[config.mk]
export PLATFORM = sky130hd
export DESIGN_NAME = response_capture
export DESIGN_NICKNAME = d
export VERILOG_FILES = /design/src/rtl/resp_cap_pkg.sv /design/src/rtl/resp_misr.sv /design/src/rtl/response_capture.sv
export SDC_FILE = /design/constraint.sdc
export NUM_CORES = 1
export LEC_CHECK = 0
export ABC_AREA = 1
export CAP_MARGIN = 20
export CORE_UTILIZATION = 45
export DETAILED_ROUTE_END_ITERATION = 7
export PLACE_DENSITY = 0.7
export SETUP_SLACK_MARGIN = 0.15
export SLEW_MARGIN = 10
export SYNTH_ARGS = -nofsm -noshare
export SYNTH_HDL_FRONTEND = slang
export SYNTH_HIERARCHICAL = 1
export SYNTH_SLANG_ARGS = --single-unit
[constraint.sdc]
create_clock -name clk -period 1.71 [get_ports clk]
set_clock_uncertainty 0.2 [all_clocks]
set_input_delay 0.2565 -clock clk [delete_from_list [all_inputs] [get_ports clk]]
set_output_delay 0.2565 -clock clk [all_outputs]
set_load 0.01 [all_outputs]
[src/rtl/resp_cap_pkg.sv]
// Shared types and the MISR update for response_capture.
// The bench model calls the same misr_next as the RTL.
package resp_cap_pkg;

    typedef enum logic [1:0] {
        ST_IDLE    = 2'd0,
        ST_CAPTURE = 2'd1,
        ST_DONE    = 2'd2
    } state_e;

    localparam int          MISR_MAX_W  = 64;
    localparam logic [15:0] DEF_POLY    = 16'h1021;
    localparam logic [15:0] DEF_SEED    = 16'h0000;
    localparam logic [15:0] DEF_EXP_SIG = 16'h0003;

    // Generic-width MISR step; w is the active width (3..64), upper bits are masked off.
    function automatic logic [MISR_MAX_W-1:0] misr_next(
        input logic [MISR_MAX_W-1:0] sig,
        input logic                  c,
        input logic                  d,
        input logic [MISR_MAX_W-1:0] poly,
        input int unsigned           w
    );
        logic [MISR_MAX_W-1:0] mask;
        logic [MISR_MAX_W-1:0] nxt;
        logic [5:0]            msb_idx;
        msb_idx = 6'(w - 32'd1);
        if (w >= 32'd64) begin
            mask = {MISR_MAX_W{1'b1}};
        end else begin
            mask = (64'd1 << w) - 64'd1;
        end
        nxt = (sig << 1) ^ {62'd0, d, c};
        if (sig[msb_idx]) begin
            nxt = nxt ^ poly;
        end else begin
            nxt = nxt;
        end
        return nxt & mask;
    endfunction

endpackage

[src/rtl/resp_misr.sv]
// Signature register for response_capture: loads SEED, then folds {d,c} in each enabled cycle.
module resp_misr
    import resp_cap_pkg::*;
#(
    parameter int               SIG_W = 16,
    parameter logic [SIG_W-1:0] POLY  = SIG_W'(DEF_POLY),
    parameter logic [SIG_W-1:0] SEED  = SIG_W'(DEF_SEED)
) (
    input  logic             clk,
    input  logic             rst_n,
    input  logic             i_load,
    input  logic             i_en,
    input  logic             i_c,
    input  logic             i_d,
    output logic [SIG_W-1:0] o_sig,
    output logic [SIG_W-1:0] o_sig_next
);

    logic [SIG_W-1:0] r_sig;
    logic [SIG_W-1:0] w_sig_next;

    assign w_sig_next = SIG_W'(misr_next(MISR_MAX_W'(r_sig), i_c, i_d,
                                         MISR_MAX_W'(POLY), SIG_W));

    // Signature register: load wins over enable so a restart never folds a sample.
    always_ff @(posedge clk or negedge rst_n) begin
        if (!rst_n) begin
            r_sig <= SEED;
        end else if (i_load) begin
            r_sig <= SEED;
        end else if (i_en) begin
            r_sig <= w_sig_next;
        end else begin
            r_sig <= r_sig;
        end
    end

    assign o_sig      = r_sig;
    assign o_sig_next = w_sig_next;

endmodule

[src/rtl/response_capture.sv]
// Capture end for DUT outputs c/d: MISR signature, per-signal toggle counts and a
// registered pass/fail verdict after a fixed window of NUM_CYCLES samples.
module response_capture
    import resp_cap_pkg::*;
#(
    parameter int               NUM_CYCLES = 4,
    parameter int               CNT_W      = 8,
    parameter int               SIG_W      = 16,
    parameter logic [SIG_W-1:0] POLY       = 16'h1021,
    parameter logic [SIG_W-1:0] SEED       = 16'h0000,
    parameter logic [SIG_W-1:0] EXP_SIG    = 16'h0003
) (
    input  logic             clk,
    input  logic             rst_n,
    input  logic             start,
    input  logic             c,
    input  logic             d,
    output logic             busy,
    output logic             done,
    output logic             pass,
    output logic [SIG_W-1:0] signature,
    output logic [CNT_W-1:0] cycle_cnt,
    output logic [CNT_W-1:0] c_toggles,
    output logic [CNT_W-1:0] d_toggles
);

    localparam logic [CNT_W-1:0] LAST_CNT = CNT_W'(NUM_CYCLES - 1);
    localparam logic [CNT_W-1:0] CNT_MAX  = {CNT_W{1'b1}};
    localparam logic [CNT_W-1:0] CNT_ZERO = {CNT_W{1'b0}};
    localparam logic [CNT_W-1:0] CNT_ONE  = CNT_W'(1);

    state_e           r_state;
    state_e           w_state_next;
    logic             w_load;
    logic             w_en;
    logic             w_last;
    logic [SIG_W-1:0] w_sig;
    logic [SIG_W-1:0] w_sig_next;

    logic             r_busy;
    logic             r_done;
    logic             r_pass;
    logic [CNT_W-1:0] r_cycle_cnt;
    logic [CNT_W-1:0] r_c_tog;
    logic [CNT_W-1:0] r_d_tog;
    logic             r_prev_c;
    logic             r_prev_d;

    resp_misr #(
        .SIG_W (SIG_W),
        .POLY  (POLY),
        .SEED  (SEED)
    ) u_misr (
        .clk        (clk),
        .rst_n      (rst_n),
        .i_load     (w_load),
        .i_en       (w_en),
        .i_c        (c),
        .i_d        (d),
        .o_sig      (w_sig),
        .o_sig_next (w_sig_next)
    );

    // Next-state and per-cycle strobes; start is only honoured outside CAPTURE.
    always_comb begin
        w_state_next = r_state;
        w_load       = 1'b0;
        w_en         = 1'b0;
        w_last       = 1'b0;
        case (r_state)
            ST_IDLE, ST_DONE: begin
                if (start) begin
                    w_state_next = ST_CAPTURE;
                    w_load       = 1'b1;
                end else begin
                    w_state_next = r_state;
                end
            end
            ST_CAPTURE: begin
                w_en = 1'b1;
                if (r_cycle_cnt == LAST_CNT) begin
                    w_last       = 1'b1;
                    w_state_next = ST_DONE;
                end else begin
                    w_state_next = ST_CAPTURE;
                end
            end
            default: begin
                w_state_next = ST_IDLE;
            end
        endcase
    end

    // State register.
    always_ff @(posedge clk or negedge rst_n) begin
        if (!rst_n) begin
            r_state <= ST_IDLE;
        end else begin
            r_state <= w_state_next;
        end
    end

    // Counters, reference samples and the verdict; all hold outside load/capture.
    always_ff @(posedge clk or negedge rst_n) begin
        if (!rst_n) begin
            r_busy      <= 1'b0;
            r_done      <= 1'b0;
            r_pass      <= 1'b0;
            r_cycle_cnt <= CNT_ZERO;
            r_c_tog     <= CNT_ZERO;
            r_d_tog     <= CNT_ZERO;
            r_prev_c    <= 1'b0;
            r_prev_d    <= 1'b0;
        end else if (w_load) begin
            r_busy      <= 1'b1;
            r_done      <= 1'b0;
            r_pass      <= 1'b0;
            r_cycle_cnt <= CNT_ZERO;
            r_c_tog     <= CNT_ZERO;
            r_d_tog     <= CNT_ZERO;
            r_prev_c    <= c;
            r_prev_d    <= d;
        end else if (w_en) begin
            r_cycle_cnt <= r_cycle_cnt + CNT_ONE;
            r_prev_c    <= c;
            r_prev_d    <= d;
            if ((c != r_prev_c) && (r_c_tog != CNT_MAX)) begin
                r_c_tog <= r_c_tog + CNT_ONE;
            end
            if ((d != r_prev_d) && (r_d_tog != CNT_MAX)) begin
                r_d_tog <= r_d_tog + CNT_ONE;
            end
            // The verdict uses the signature being written on this final edge.
            if (w_last) begin
                r_busy <= 1'b0;
                r_done <= 1'b1;
                r_pass <= (w_sig_next == EXP_SIG);
            end
        end
    end

    assign busy      = r_busy;
    assign done      = r_done;
    assign pass      = r_pass;
    assign signature = w_sig;
    assign cycle_cnt = r_cycle_cnt;
    assign c_toggles = r_c_tog;
    assign d_toggles = r_d_tog;

endmodule

==> summary.md, run 1 <==
| Metric | Value |
|---|---|
| Worst-Margin Slew | `0.282 ns` |
| # fillers | `445` |
| Final antenna diode count | `0` |
| Net Sw Frac | `0.407` |
| Final Hold Fails | `0` |
| CTS root buffer | `clkbuf_8` |
| Synthesized flop and latch total | `47` |
| Post-synth cell types | `29` |
| Critical setup path kind | `reg2out` |
| Most frequent cells after synthesis | `135 x nand2_1, 47 x dfrtp_1, 37 x nor2_1, 29 x inv_1, 20 x nand3_1` |
| Internal power | `0.00350 W` |
| Reg2reg setup slack | `0.17 ns` |
| Relative slew slack | `0.810` |
| HP Class | `in2async` |
| GP Congestion | `0.798` |
| # nets final | `between 400 and 500` |
| Setup Viol. Count Final | `0` |
| Net switching power | `0.00240 W` |
| Top cells by area, synth | `dfrtp_1 45%, nand2_1 20%, nor2_1 5.4%, inv_1 4.2%, nand3_1 3.9%` |
| Port Buffers | `47` |
| Clock Sinks | `47` |
| Crit start category | `flop` |
| Post-synthesis area per instance | `7.56 µm²` |
| PD cells | `1620 mW/mm²` |
| Initial core utilization | `0.469` |
| First drt pass iteration count | `4` |
| Pin count of the biggest net entering global routing | `48` |
| Register area | `~0.0012 mm²` |
| Area of the multi-input gates | `0.00126 mm²` |
| Ys Warns | `6` |
| HPWL Detailed | `3610 µm` |
| Worst Slack Setup Final | `0.100 ns` |
| Max stage delay on crit path | `0.42 ns` |
| Comb pwr share | `0.557` |
| Mapped Area | `0.00258 mm²` |
| Share of cells above drive strength 1 | `0.224` |
| Critical path cell sequence | `buf_4 -> dlygate4sd2_1` |
| Residual DRC | `0` |
| Synth area leader | `dfrtp_1` |
| Final global-route overflow total | `0` |
| Achievable Freq | `0.621 GHz` |
| Longest Clk Path Bufs | `2` |
| Fin util | `0.661` |
| Predominant post-synthesis flop cell | `dfrtp_1` |
| WL/cell | `12.0 µm` |
| Top-Level Pins | `48` |
| Clk Latency, worst-skew pair | `0.30 ns` |
| Count leader, synth | `nand2_1` |
| Arr. time, crit path | `1.15 ns` |
| Core ar. | `0.00551 mm²` |
| Synth top area share | `0.455` |
| Post-synthesis sequential area ratio | `0.455` |
| Number of enable flip-flop cells after synthesis | `0` |
| Reg-to-reg endpoint | `c_toggles[4]` |
| WHS | `0.268 ns` |
| DP Worst Slack | `-0.126 ns` |
| Vias per inst | `4.83` |
| First-pass GRT wire length | `10000 µm` |
| Vias in the first global route | `between 2000 and 2500` |
| CTS tree | `built` |
| DIE AREA | `~0.0061 mm²` |
| H-tree levels | `2` |
| Row cnt | `27` |
| Clock group share of total power | `0.145` |
| Async SR Flop Fraction | `1.00` |
| R2r startpoint | `c_toggles[1]` |
| Max Cap Viol | `0` |
| Cells after synthesis | `342` |
| Final Max Slew Viols | `0` |
| Slowest stage cell on the critical path | `dfrtp_1` |
| Critical Path Sink Type | `primary output` |
| RSZ-0062 raised after global routing | `true` |
| Tot GR Track Use | `0.210` |
| Peak VDD IR | `920 µV` |
| Final min period | `approximately 1.6 ns` |
| Chip height | `about 78 µm` |
| Share of power burned in registers | `0.298` |
| Worst Path Max Fanout | `2` |
| Via Count | `2439` |
| Final period utilization | `0.941` |
| Die Wd | `77.8 µm` |
| Clock transition at path regs | `around 0.09 ns` |
| Syn_nets | `350` |
| Initial antenna violation count | `0` |
| Iteration-0 DRC Markers | `100` |
| Antenna-violating nets left | `0` |
| Worst Path Required | `~1.3 ns` |
| Leakage | `2.05 nW` |
| Total CTS buffers | `5` |
| Routed wire length | `6080 µm` |
| Area delta synth->final | `40.9%` |
| Status | `complete, no violations` |
| R2R cell count | `8` |
==> what timing repair did <==
action,in CTS,in global routing
resized for setup,63,17
hold endpoints to repair,47,0
setup buffers,33,5
setup endpoints to repair,61,39
gates cloned,1,0
hold buffers,1,0
pin swaps,10,16
==> per-stage QoR <==
stage          setup TNS [ns]  area, µm²  instances  power, W
4_1_cts                     0       3510        500   0.00562
5_1_grt                     0       3640        505   0.00635
6_report                    0       3640        505   0.00590
2_1_floorplan               0       2580        342   0.00352
3_3_place_gp            -1.22       3120        457   0.00446
3_5_place_dp            -1.79       3120        457   0.00451
==> power by group through the flow <==
stage / clock, W / sequential (W) / combinational [W]
CTS: 0.000872 / 0.00173 / 0.00301
finish: 0.000857 / 0.00176 / 0.00329
global route: 0.000917 / 0.00180 / 0.00364
detailed placement: 0 / 0.00188 / 0.00262
floorplan: 0 / 0.00199 / 0.00153
global placement: 0 / 0.00188 / 0.00258
==> worst max path at each step <==
stage | cells past startpoint | endpoint | startpoint
4_1_cts | 1 | d_toggles[4] | d_toggles[4]
3_5_place_dp | 8 | c_toggles[2] | c
6_report | 2 | d_toggles[1] | d_toggles[1]
2_1_floorplan | 7 | c_toggles[4] | c_toggles[0]
5_1_grt | 2 | d_toggles[1] | d_toggles[1]
3_3_place_gp | 8 | c_toggles[3] | c
==> placed cells by master, fill, tap and decap left out, types with 3 or more instances in the layout <==
cell             count
dfrtp_2              3
nand2_2              7
buf_6                7
and2_1               4
nand3_1             17
a21oi_1              3
dfrtp_1             44
clkdlybuf4s50_1      3
nor2_1              36
nand4_1              7
nand2_1            130
buf_12               3
dlygate4sd2_1       38
inv_2                6
xor2_1               3
clkdlybuf4s15_1      3
inv_1               27
o21ai_0              8
clkbuf_8             6
nor2_4               8
nor3_1               3
nand3_4              4
buf_4               40
==> sequential cells by signal, summed over array words and instances, names as in the netlist <==
name	count
r_prev_c	1
pass	1
cycle_cnt	8
c_toggles	8
d_toggles	8
busy	1
u_misr/o_sig	16
r_prev_d	1
done	1
r_state	2
==> layout make-up <==
cell class | count | share of cell area
Clock buffer | 6 | 0.0227
Inverter | 34 | 0.0357
Sequential cell | 47 | 0.324
Clock inverter | 2 | 0.00962
Multi-Input combinational cell | 246 | 0.346
Timing Repair Buffer | 98 | 0.237
Tap cell | 72 | 0.0247
==> kinds of logic after synthesis <==
kind of cell | after synthesis | share of synthesized area
xor+xnor | 3 | 0.0102
fa+ha+maj | 3 | 0.0145
flops | 47 | 0.455
buf+inv | 50 | 0.0954
compound gates | 16 | 0.0358
simple gates | 223 | 0.389
==> per-layer routing <==
| metal | track usage | vias up | share of wire |
|---|---|---|---|
| li1 | - | 1240 | - |
| met1 | 0.283 | 1116 | 0.46 |
| met2 | 0.334 | 76 | 0.48 |
| met3 | 0.0447 | 7 | 0.050 |
| met4 | 0.0717 | 0 | 0.011 |
| met5 | 0 | - | 0 |
==> critical path, delay by kind of cell, from the launching register on <==
| kind | cells | cell delay, ns |
|---|---|---|
| DFF | 1 | 0.42 |
| buffers and inverters | 2 | 0.44 |
No activity file was read; power rests on OpenSTA's default activity.
==> run 2: changes to the inputs <==
- HOLD_SLACK_MARGIN: default -> 0.08
==> results of run 2 <==
No change in the layout: final DEF, timing and power equal those of run 1.
